## src/rtl/rr_arbiter4.sv

```systemverilog
// rr_arbiter4: four-requester round-robin arbiter with a two-state FSM.
// A grant is held until its owner drops req. After every release there is
// a one-cycle bubble in which nobody is granted.
// Optional feature macro: ARB_TIMEOUT_EN adds a hold counter. The counter
// forces a release after HOLD_MAX grant cycles and pulses timeout for one
// cycle when it does.
module rr_arbiter4 #(
  parameter int HOLD_MAX = 8
) (
  input  logic       clk,
  input  logic       rst_n,
  input  logic [3:0] req,
  output logic [3:0] grant,
  output logic [1:0] grant_idx,
  output logic       busy,
  output logic       timeout
);

  typedef enum logic {
    ST_IDLE  = 1'b0,
    ST_GRANT = 1'b1
  } state_t;

  // Elaboration-time guard: a hold limit below 2 makes the forced release meaningless.
  if (HOLD_MAX < 2) begin : g_bad_hold_max
    $error("rr_arbiter4: HOLD_MAX must be at least 2");
  end

  // Rotating priority scan: first set request starting just after last_v.
  function automatic logic [1:0] rr_pick(input logic [3:0] req_v, input logic [1:0] last_v);
    logic [1:0] cand;
    logic       found;
    rr_pick = last_v;
    found   = 1'b0;
    for (int k = 1; k <= 4; k++) begin
      cand = last_v + 2'(k);
      if (!found && req_v[cand]) begin
        rr_pick = cand;
        found   = 1'b1;
      end else begin
        found   = found;
      end
    end
  endfunction

  // One-hot decode of a two-bit index.
  function automatic logic [3:0] idx_decode(input logic [1:0] idx_v);
    idx_decode = 4'b0001 << idx_v;
  endfunction

  state_t     state_r;
  state_t     state_nxt_s;
  logic [3:0] grant_r;
  logic [3:0] grant_nxt_s;
  logic [1:0] grant_idx_r;
  logic [1:0] grant_idx_nxt_s;
  logic       busy_r;
  logic       busy_nxt_s;
  logic [1:0] last_idx_r;
  logic [1:0] last_idx_nxt_s;
  logic [1:0] winner_s;
  logic       any_req_s;
  logic       owner_req_s;
  logic       hold_expire_s;
  logic       release_s;
  logic       new_grant_s;

  assign winner_s    = rr_pick(req, last_idx_r);
  assign any_req_s   = |req;
  assign owner_req_s = req[grant_idx_r];

`ifdef ARB_TIMEOUT_EN
  localparam int CNT_W = (HOLD_MAX > 2) ? $clog2(HOLD_MAX) : 1;

  logic [CNT_W-1:0] hold_cnt_r;
  logic             timeout_r;

  // The owner has used up its allowed hold time on this edge.
  assign hold_expire_s = (state_r == ST_GRANT) && (hold_cnt_r == CNT_W'(HOLD_MAX - 1));

  // Hold counter: cleared on every new grant, counts each grant cycle.
  always_ff @(posedge clk or negedge rst_n) begin
    if (!rst_n) begin
      hold_cnt_r <= '0;
      timeout_r  <= 1'b0;
    end else begin
      timeout_r <= hold_expire_s;
      if (new_grant_s || release_s) begin
        hold_cnt_r <= '0;
      end else if (state_r == ST_GRANT) begin
        hold_cnt_r <= hold_cnt_r + CNT_W'(1);
      end else begin
        hold_cnt_r <= hold_cnt_r;
      end
    end
  end

  assign timeout = timeout_r;
`else
  // Without the hold limit a grant lasts for as long as the owner keeps requesting.
  assign hold_expire_s = 1'b0;
  assign timeout       = 1'b0;
`endif

  // A release happens when the owner drops req, or when the hold limit forces it.
  assign release_s   = (state_r == ST_GRANT) && (!owner_req_s || hold_expire_s);
  assign new_grant_s = (state_r == ST_IDLE) && any_req_s;

  // State register together with the registered outputs and the priority pointer.
  always_ff @(posedge clk or negedge rst_n) begin
    if (!rst_n) begin
      state_r     <= ST_IDLE;
      grant_r     <= 4'b0000;
      grant_idx_r <= 2'b00;
      busy_r      <= 1'b0;
      last_idx_r  <= 2'b11;
    end else begin
      state_r     <= state_nxt_s;
      grant_r     <= grant_nxt_s;
      grant_idx_r <= grant_idx_nxt_s;
      busy_r      <= busy_nxt_s;
      last_idx_r  <= last_idx_nxt_s;
    end
  end

  // Next-state logic: IDLE waits for any request; GRANT waits for a release.
  always_comb begin
    state_nxt_s = state_r;
    case (state_r)
      ST_IDLE: begin
        if (any_req_s) begin
          state_nxt_s = ST_GRANT;
        end else begin
          state_nxt_s = ST_IDLE;
        end
      end
      ST_GRANT: begin
        if (release_s) begin
          state_nxt_s = ST_IDLE;
        end else begin
          state_nxt_s = ST_GRANT;
        end
      end
      default: begin
        state_nxt_s = ST_IDLE;
      end
    endcase
  end

  // Output logic: load a new index on a grant, and record the owner on a release.
  always_comb begin
    grant_idx_nxt_s = grant_idx_r;
    last_idx_nxt_s  = last_idx_r;
    case (state_r)
      ST_IDLE: begin
        if (any_req_s) begin
          grant_idx_nxt_s = winner_s;
        end else begin
          grant_idx_nxt_s = grant_idx_r;
        end
      end
      ST_GRANT: begin
        if (release_s) begin
          last_idx_nxt_s = grant_idx_r;
        end else begin
          last_idx_nxt_s = last_idx_r;
        end
      end
      default: begin
        grant_idx_nxt_s = grant_idx_r;
        last_idx_nxt_s  = last_idx_r;
      end
    endcase
    busy_nxt_s = (state_nxt_s == ST_GRANT);
    if (busy_nxt_s) begin
      grant_nxt_s = idx_decode(grant_idx_nxt_s);
    end else begin
      grant_nxt_s = 4'b0000;
    end
  end

  assign grant     = grant_r;
  assign grant_idx = grant_idx_r;
  assign busy      = busy_r;

endmodule

```

## config.mk

```make
export PLATFORM = sky130hd
export DESIGN_NAME = rr_arbiter4
export DESIGN_NICKNAME = d
export VERILOG_FILES = /design/src/rtl/rr_arbiter4.sv
export SDC_FILE = /design/constraint.sdc
export NUM_CORES = 1
export LEC_CHECK = 0
export BUFFER_PORTS_ARGS = -buffer_cell sky130_fd_sc_hd__buf_2
export CORE_AREA = 2 2 39 41
export DETAILED_ROUTE_END_ITERATION = 12
export DIE_AREA = 0 0 41 43
export HOLD_SLACK_MARGIN = 0.06
export PLACE_DENSITY_LB_ADDON = 0.25
export SLEW_MARGIN = 15
export SYNTH_ARGS = -nofsm -noshare
export SYNTH_HDL_FRONTEND = slang
export SYNTH_SLANG_ARGS = --single-unit
```

## constraint.sdc

```tcl
create_clock -name clk -period 3.39 [get_ports clk]
set_input_delay 1.017 -clock clk [delete_from_list [all_inputs] [get_ports clk]]
set_output_delay 1.017 -clock clk [all_outputs]
set_load 0.02 [all_outputs]
```

==> impl_metrics.py <==
metrics = {
    "placed_design": {
        "gp_congestion": 0.770,
        "placed_cells": 82,
        "dp_hpwl_um": 847,
        "portBuffers": 12,
        "place_area_um2": 606,
    },
    "power": {
        "ir_worst_vdd_mv": 0.351,
        "power_density_nw_per_um2": 956,
        "p_seq_share_pct": 36.1,
        "p_sw_uw": 262,
        "combPwrFrac_pct": 49.7,
        "p_clk_share_pct": 14.2,
        "p_leak_uw": 0.000300,
        "p_int_uw": 342,
        "swShare_pct": 43.3,
    },
    "timing": {
        "grt_setup_unrepaired": "false",
        "hold_violations": 0,
        "period_minus_slack_ps": 2030,
        "tightest_slew_ps": 568,
        "final-max-slew-violation-count": 0,
        "max-slew-margin-rel_pct": 61.8,
        "setup_viol": 0,
        "finalSetupTns_ps": 0,
        "max_freq_ghz": 0.492,
        "finalCritPeriodShare_pct": 59.9,
        "fin_skew_ps": 3.73,
    },
    "synthesis": {
        "ys_top_cells_by_count": "7 x dfrtp_1, 5 x nor2_1, 5 x o21ai_0",
        "netlist_area_um2": 544,
        "synth_nets": 62,
        "synth-seq-cells": 9,
        "async_reset_ff_share_pct": 100,
        "ys_seq_area_share_pct": 41.8,
        "yosysTopAreaCell": "dfrtp_1",
        "synth_top_area_share_pct": 32.2,
        "synth_cell_types": 31,
        "synth.most_common_cell": "dfrtp_1",
        "syn_inst": 56,
        "yosysWarnings": 0,
        "synth-main-ff-cell": "dfrtp_1",
        "synth-edff-count": 0,
        "yosys-top-cells-area": "dfrtp_1 32%, dfstp_2 9.7%, mux2i_1 5.5%, o21ai_0 4.6%, nor2_1 3.4%",
        "syn_area_per_cell_um2": 9.72,
    },
    "finish": {
        "syn2layout_area_growth_pct": 16.1,
        "drive_gt1_share_pct": 31.4,
        "final_cells": 86,
        "antenna_cells": 0,
        "final_util_pct": 45.7,
        "fin_nets": 77,
        "final_cell_area_um2": 632,
    },
    "routing": {
        "avgRoutedWirePerCell_um": 12.3,
        "routed_wl_um": 1060,
        "route.vias.total": 453,
        "highest_layer": "met4",
        "drtIter0Drc": 8,
        "vias_per_cell": 5.27,
        "dr.pass1.iters": 4,
        "wl_met3_um": 64,
        "ant_nets": 0,
        "wl_met2_um": 491,
        "met1_length_um": 483,
        "drc": 0,
    },
    "clocking": {
        "clock_sinks": 9,
        "path_clk_slew_ps": 60,
        "cts_tree": "done",
        "ctsRootBufferMaster": "clkbuf_4",
        "h-tree-depth": 1,
        "cts_buffer_depth": 2,
        "numCtsBuffers": 3,
        "postCtsHoldBufs": 0,
        "clkLatencyLatePin_ps": 260,
        "cts_setup_buffers": 0,
        "ctsResizeCount": 0,
    },
    "grt": {
        "antenna_found_initial": 0,
        "first_global_vias": 474,
        "overflow": 0,
        "grt_pass1_wl_um": 1950,
        "grt_start_max_net_pins": 10,
        "grt_use_total_pct": 16.5,
    },
    "setup_path": {
        "worst_setup_path_end_kind": "output port",
        "path_class": "reg2out",
        "slowest_delay_ps": 520,
        "cp-start-kind": "register",
        "cp.required_ps": 2370,
        "crit_chain": "buf_2",
        "cp_num_buf_inv": 1,
        "worstPathArrival_ps": 1010,
        "critPathMaxFanout": 9,
        "crit_slowest_cell": "dfrtp_1",
        "timing.critical_path.max_delay_family": "flip-flops",
    },
    "die": {
        "coreArea_um2": 1380,
        "fp.dieH_um": 43,
        "start_util_pct": 39.3,
        "dieArea_um2": 1760,
        "die_width_um": 41,
        "fp-row-count": 14,
        "io_pins": 14,
    },
    "status": {
        "outcome": "complete, no violations",
    },
    "min_path": {
        "hp-class": "reg2reg",
    },
    "job": {
        "timing.max_cap.violations": 0,
    },
}
-- through the flow --
stage,worst slack (ps),power [uW],hold WS (ps)
after detailed placement,1120,522,500
after global routing,1240,665,549
after global placement,1150,523,490
final,1360,604,511
after floorplan,1420,450,470
after CTS,1350,609,509
-- state kept, by name (all words and copies together), names as in the netlist --
signal / cells
grant_idx: 2
grant: 4
last_idx_r: 2
busy: 1
-- power groups by stage --
stage / clock, uW / combinational [uW] / sequential, uW
floorplan: 0 / 201 / 250
global placement: 0 / 302 / 221
detailed placement: 0 / 302 / 219
CTS: 89.0 / 303 / 217
global route: 93.4 / 342 / 229
finish: 85.5 / 300 / 218
-- routing by layer --
metal  vias up  track usage, %
met5         -               0
met4         0            8.00
met3         2            4.71
met2        14            24.4
met1       208            21.1
li1        229               -
-- cells by family (layout without fill, tap and decap cells) --
logic type | Yosys count | after routing | synth area share (%)
AOI/OAI and AO/OA | 15 | 15 | 18.9
buffers and inverters | 5 | 19 | 5.52
DFF | 9 | 9 | 41.8
muxes | 3 | 3 | 5.52
other | 1 | 1 | 0.689
and+or+nand+nor | 23 | 23 | 27.6
-- area by class of cell --
class | instances | area (um2)
tap | 16 | 20.0
multi-input combinational | 42 | 287
fill | 151 | 752
inverter | 3 | 11.3
clock buffer | 4 | 26.3
sequential | 9 | 228
timing repair buffer | 12 | 60.1
-- final timing paths --
kind,to,cells after the start,slack (ps),from
setup reg to reg,grant[3],4,1880,last_idx_r[0]
hold / removal,last_idx_r[1],2,510,last_idx_r[1]
setup / recovery,grant_idx[0],1,1360,grant_idx[0]
min in group asynchronous,grant[0],1,590,rst_n
max in group asynchronous,last_idx_r[0],1,2540,rst_n
hold reg to reg,last_idx_r[1],2,510,last_idx_r[1]
-- placed cells by master, fill, tap and decap left out, types with 3 or more instances in the layout --
master and n:
clkbuf_4 3, o21ai_0 5, dfrtp_1 7, buf_2 12
nor2_1 5, mux2i_1 3, inv_1 3, nor2b_1 3
a21oi_1 3
(Power assumes the default switching activity.)
